File: config.mk
export PLATFORM = sky130hd
export DESIGN_NAME = mac_operand_sequencer
export DESIGN_NICKNAME = d
export VERILOG_FILES = /design/src/rtl/mac_operand_sequencer.sv
export SDC_FILE = /design/constraint.sdc
export NUM_CORES = 1
export LEC_CHECK = 0
export ABC_AREA = 1
export CORE_UTILIZATION = 40
export CTS_BUF_LIST = sky130_fd_sc_hd__clkbuf_16
export CTS_CLUSTER_SIZE = 30
export DETAILED_ROUTE_END_ITERATION = 10
export MAX_ROUTING_LAYER = met4
export PLACE_DENSITY = 0.75
export REMOVE_ABC_BUFFERS = 1
export SLEW_MARGIN = 20
export SYNTH_ARGS = -nofsm -noshare
export SYNTH_HDL_FRONTEND = slang
export SYNTH_SLANG_ARGS = --single-unit
export TNS_END_PERCENT = 1
File: constraint.sdc
create_clock -name clk -period 2.2 [get_ports clk]
set_input_delay 0.22 -clock clk [delete_from_list [all_inputs] [get_ports clk]]
set_output_delay 0.22 -clock clk [all_outputs]
set_load 0.005 [all_outputs]
File: src/rtl/mac_operand_sequencer.sv
`default_nettype none
// +----------------------------------------------------------------------------+
// | mac_operand_sequencer: gathers four complex operand pairs, starts the MAC, |
// | captures its result on a mac_ready rising edge.        Revision: 1.0       |
// +----------------------------------------------------------------------------+
module mac_operand_sequencer #(
    parameter int TIMEOUT   = 255,
    parameter int START_CYC = 2
) (
    input  logic        clk,
    input  logic        rst,
    input  logic        in_valid_i,
    output logic        in_ready_o,
    input  logic [7:0]  in_x_i,
    input  logic [7:0]  in_y_i,
    output logic [31:0] mac_x_o,
    output logic [31:0] mac_y_o,
    output logic        mac_start_o,
    input  logic [19:0] mac_res_i,
    input  logic        mac_ready_i,
    output logic        out_valid_o,
    input  logic        out_ready_i,
    output logic [9:0]  out_real_o,
    output logic [9:0]  out_imag_o,
    output logic        busy_o,
    output logic        err_timeout_o
);

    localparam int SCW = (START_CYC > 1) ? $clog2(START_CYC) : 1;
    localparam int WCW = (TIMEOUT > 1) ? $clog2(TIMEOUT) : 1;
    localparam logic [SCW-1:0] S_LAST = SCW'(START_CYC - 1);
    localparam logic [WCW-1:0] W_LAST = WCW'(TIMEOUT - 1);

    typedef enum logic [1:0] {
        S_LOAD  = 2'd0,
        S_START = 2'd1,
        S_WAIT  = 2'd2,
        S_HOLD  = 2'd3
    } state_t;

    state_t         state_q, state_d;
    logic [1:0]     cnt_q, cnt_d;
    logic [31:0]    x_q, x_d;
    logic [31:0]    y_q, y_d;
    logic [SCW-1:0] scnt_q, scnt_d;
    logic [WCW-1:0] wcnt_q, wcnt_d;
    logic [9:0]     real_q, real_d;
    logic [9:0]     imag_q, imag_d;
    logic           err_q, err_d;
    logic           prev_q;
    logic           in_ready_q;
    logic           mac_start_q;
    logic           out_valid_q;
    logic           busy_q;

    always_comb begin
        state_d = state_q;
        cnt_d   = cnt_q;
        x_d     = x_q;
        y_d     = y_q;
        scnt_d  = scnt_q;
        wcnt_d  = wcnt_q;
        real_d  = real_q;
        imag_d  = imag_q;
        err_d   = err_q;
        unique case (state_q)
            S_LOAD: begin
                if (in_valid_i && in_ready_q) begin
                    x_d[{cnt_q, 3'b000} +: 8] = in_x_i;
                    y_d[{cnt_q, 3'b000} +: 8] = in_y_i;
                    cnt_d = cnt_q + 2'd1;
                    if (cnt_q == 2'd3) begin
                        state_d = S_START;
                        scnt_d  = '0;
                    end
                end
            end
            S_START: begin
                if (scnt_q == S_LAST) begin
                    state_d = S_WAIT;
                    wcnt_d  = '0;
                end else begin
                    scnt_d = scnt_q + 1'b1;
                end
            end
            S_WAIT: begin
                // Only a fresh low-to-high transition counts as MAC completion.
                if (mac_ready_i && !prev_q) begin
                    real_d  = mac_res_i[19:10];
                    imag_d  = mac_res_i[9:0];
                    state_d = S_HOLD;
                end else if (wcnt_q == W_LAST) begin
                    err_d   = 1'b1;
                    state_d = S_LOAD;
                end else begin
                    wcnt_d = wcnt_q + 1'b1;
                end
            end
            S_HOLD: begin
                if (out_ready_i) begin
                    state_d = S_LOAD;
                end
            end
            default: state_d = S_LOAD;
        endcase
    end

    always_ff @(posedge clk) begin
        if (!rst) begin
            state_q     <= S_LOAD;
            cnt_q       <= '0;
            x_q         <= '0;
            y_q         <= '0;
            scnt_q      <= '0;
            wcnt_q      <= '0;
            real_q      <= '0;
            imag_q      <= '0;
            err_q       <= 1'b0;
            prev_q      <= 1'b0;
            in_ready_q  <= 1'b0;
            mac_start_q <= 1'b0;
            out_valid_q <= 1'b0;
            busy_q      <= 1'b0;
        end else begin
            state_q     <= state_d;
            cnt_q       <= cnt_d;
            x_q         <= x_d;
            y_q         <= y_d;
            scnt_q      <= scnt_d;
            wcnt_q      <= wcnt_d;
            real_q      <= real_d;
            imag_q      <= imag_d;
            err_q       <= err_d;
            prev_q      <= mac_ready_i;
            in_ready_q  <= (state_d == S_LOAD);
            mac_start_q <= (state_d == S_START);
            out_valid_q <= (state_d == S_HOLD);
            busy_q      <= (state_d != S_LOAD);
        end
    end

    assign in_ready_o    = in_ready_q;
    assign mac_x_o       = x_q;
    assign mac_y_o       = y_q;
    assign mac_start_o   = mac_start_q;
    assign out_valid_o   = out_valid_q;
    assign out_real_o    = real_q;
    assign out_imag_o    = imag_q;
    assign busy_o        = busy_q;
    assign err_timeout_o = err_q;

endmodule
`default_nettype wire

==> metrics.txt <==
sequential-to-total area share from yosys stat a little under half; area added between synthesis and finish 38.8%; class of the most critical setup path reg2reg; DRC viols 0; std cell rows 37; clock skew after layout 0.00925 ns; overall die height 106 um; CTS tree built; headroom to the max-slew limit between 60% and 70%; final-layout worst hold slack 0.450 ns; number of top-level design ports 130; clock-pin transition on the worst setup and hold timing paths 0.07 ns; detailed-placement wirelength estimate approximately 8600 um; minimum setup slack in the final design 0.193 ns; number of register bits inferred by synthesis roughly 100; period utilization about nine tenths; average routed wire per standard cell 14.5 um; detailed-route vias per instance approximately 5; Hold Path Class in2reg; net count of the finished layout 739; layout cells sized above 1 approximately 7%; final count of negative-setup-slack endpoints 0; maximum number of pins on one net before global-route repair about 40; Gate Count Post-Synth 575; cts-stage hold buffer count 0; result of the run finished, final reports clean; H-Tree Depth 3; Std-Cell Core Area about 0.010 mm2; Worst Setup End Kind flip-flop; Routability Congestion around 0.91; LEAKAGE between 2 and 2.5 nW; antenna violations before repair 0; post-layout min period roughly 2.0 ns; largest buffer count on any clock path 2; horizontal die dimension about 110 um; number of max-slew violations in the final report 0; vias in the first global route around 4000; RSZ-0062 raised after global routing no; number of buffers inserted to repair setup after CTS 0; Cell variety after synth 30; Placement Setup Slack between 0.2 and 0.25 ns; total wirelength of the detailed-routed design approximately 12000 um; port bufs 129; Yosys Warn Count 0; GR Util All Layers between 20% and 30%; post-synthesis cell area around 0.0043 mm2; library cell used as clock root buffer sky130_fd_sc_hd__clkbuf_16; final-report hold violation count 0; CTS buffer count 9; timing-limited maximum frequency around 500 MHz; overflow left after global routing 0; worst-case vdd ir drop around 0.00033 V; crit-path max FO 11; DRC marker count from the first detailed-route iteration between 200 and 250; final antenna-violating net count 0; Skew-Pair Late Insertion Delay about 0.34 ns; Power Density 646 mW/mm2; slew at the pin closest to its max-slew limit just under 0.6 ns; Via Count 4279; Detailed Routing Iterations Pass 1 5; per-instance average area after synthesis 7.51 um2; count of max-cap constraint violations 0; arrival time at the worst endpoint approximately 2.3 ns; Initial Utilization 41.5%; kind of start point of the critical path flip-flop; n_diodes 0; critical path data required time 2.48 ns; sink count of the clock tree between 100 and 150; global-route wire length before repair just under 20000 um; count of cells resized by post-cts repair 0; area of the die ~0.011 mm2
[cell usage after synthesis]
library cell / number / area share [%]
sky130_fd_sc_hd__a21oi_1: 76 / 8.8
sky130_fd_sc_hd__and3_1: 1 / 0.14
sky130_fd_sc_hd__buf_1: 3 / 0.26
sky130_fd_sc_hd__buf_2: 8 / 0.93
sky130_fd_sc_hd__buf_4: 6 / 1.0
sky130_fd_sc_hd__buf_6: 2 / 0.52
sky130_fd_sc_hd__clkbuf_1: 17 / 1.5
sky130_fd_sc_hd__clkinv_1: 1 / 0.087
sky130_fd_sc_hd__clkinv_4: 1 / 0.20
sky130_fd_sc_hd__dfxtp_1: 103 / 48
sky130_fd_sc_hd__ha_1: 8 / 2.3
sky130_fd_sc_hd__inv_1: 23 / 2.0
sky130_fd_sc_hd__inv_2: 6 / 0.52
sky130_fd_sc_hd__inv_4: 1 / 0.14
sky130_fd_sc_hd__nand2_1: 115 / 10
sky130_fd_sc_hd__nand2_2: 1 / 0.14
sky130_fd_sc_hd__nand2_4: 3 / 0.78
sky130_fd_sc_hd__nand3_1: 44 / 5.1
sky130_fd_sc_hd__nand3_2: 2 / 0.46
sky130_fd_sc_hd__nand4_1: 22 / 3.2
sky130_fd_sc_hd__nor2_1: 83 / 7.2
sky130_fd_sc_hd__nor2_2: 3 / 0.43
sky130_fd_sc_hd__nor2_4: 4 / 1.0
sky130_fd_sc_hd__nor3_1: 6 / 0.70
sky130_fd_sc_hd__nor3_4: 1 / 0.38
sky130_fd_sc_hd__o21ai_0: 28 / 3.2
sky130_fd_sc_hd__o21ai_1: 3 / 0.35
sky130_fd_sc_hd__o21bai_1: 1 / 0.17
sky130_fd_sc_hd__xnor2_1: 1 / 0.20
sky130_fd_sc_hd__xor2_1: 2 / 0.41
[path summary, 6_finish.rpt]
| path | startpoint | endpoint | slack (ns) | cells after the start |
|---|---|---|---|---|
| hold reg to reg | mac_y_o[27] | mac_y_o[27] | 0.47 | 2 |
| setup reg to reg | cnt_q[0] | mac_y_o[19] | 0.19 | 8 |
| setup / recovery | cnt_q[0] | mac_y_o[19] | 0.19 | 8 |
| hold / removal | mac_ready_i | prev_q | 0.45 | 3 |
[logic make-up after synthesis]
kind of cell | count (synthesis) | share of synthesized area (%)
fa+ha+maj | 8 | 2.32
compound gates | 108 | 12.6
simple gates | 285 | 29.6
xor+xnor | 3 | 0.608
buf+inv | 68 | 7.18
flops | 103 | 47.7
[layer usage]
metal	track usage, %	part of all wire [%]	vias up
met5	-	0	-
li1	-	-	2121
met2	34.6	47	149
met4	9.23	2.0	0
met1	27.9	45	1988
met3	4.78	6.4	21
[cell type report]
class / instances / area, um2
Multi-Input combinational cell: 404 / 1950
Sequential cell: 103 / 2060
Clock inverter: 7 / 78.8
Timing Repair Buffer: 140 / 1390
Inverter: 32 / 128
Fill cell: 932 / 4420
Tap cell: 136 / 170
Clock buffer: 9 / 225
[per-stage QoR]
step / cells / util (%) / power (mW) / cell area, um2 / setup TNS, ns
after CTS: 831 / 57.6 / 3.90 / 6000 / 0
final: 831 / 57.6 / 3.88 / 6000 / 0
after global routing: 831 / 57.6 / 4.01 / 6000 / 0
after global placement: 815 / 54.7 / 2.28 / 5690 / 0
after floorplan: 539 / - / 2.09 / 4140 / -17.06
after detailed placement: 815 / 54.7 / 2.29 / 5690 / 0
[cell usage in the layout (no fill, tap or decap), types with 3 or more instances in the layout]
| master | netlist | layout |
|---|---|---|
| sky130_fd_sc_hd__nor3_1 | 6 | 6 |
| sky130_fd_sc_hd__nand3_1 | 44 | 44 |
| sky130_fd_sc_hd__inv_1 | 23 | 22 |
| sky130_fd_sc_hd__o21ai_1 | 3 | 3 |
| sky130_fd_sc_hd__nor2_1 | 83 | 83 |
| sky130_fd_sc_hd__ha_1 | 8 | 8 |
| sky130_fd_sc_hd__nand2_4 | 3 | 3 |
| sky130_fd_sc_hd__o21ai_0 | 28 | 28 |
| sky130_fd_sc_hd__nor2_2 | 3 | 3 |
| sky130_fd_sc_hd__nand2_1 | 115 | 115 |
| sky130_fd_sc_hd__inv_2 | 6 | 6 |
| sky130_fd_sc_hd__clkdlybuf4s50_1 | 0 | 129 |
| sky130_fd_sc_hd__nand4_1 | 22 | 22 |
| sky130_fd_sc_hd__clkbuf_16 | 0 | 9 |
| sky130_fd_sc_hd__dfxtp_1 | 103 | 103 |
| sky130_fd_sc_hd__buf_4 | 6 | 10 |
| sky130_fd_sc_hd__nor2_4 | 4 | 4 |
| sky130_fd_sc_hd__a21oi_1 | 76 | 76 |
[sequential cells by signal, summed over array words and instances, names as in the netlist, 2 cells and up]
signal      count
cnt_q           2
mac_y_o        32
mac_x_o        32
out_real_o     10
out_imag_o     10
state_q         2
wcnt_q          8
[critical path, stage by stage (launching register included)]
cell and delay, ns:
sky130_fd_sc_hd__dfxtp_1 0.35, sky130_fd_sc_hd__clkinv_1 0.19, sky130_fd_sc_hd__ha_1 0.37, sky130_fd_sc_hd__inv_2 0.11, sky130_fd_sc_hd__nor2_4 0.20, sky130_fd_sc_hd__inv_2 0.08, sky130_fd_sc_hd__nor2_2 0.34, sky130_fd_sc_hd__nand3_1 0.16
sky130_fd_sc_hd__a21oi_1 0.15
[report_power, final]
part	internal (mW)	switching [mW]	total, mW
clock	0.896	0.725	1.62
combinational	0.150	0.208	0.358
sequential	1.88	0.0123	1.90
(Power assumes the default switching activity.)
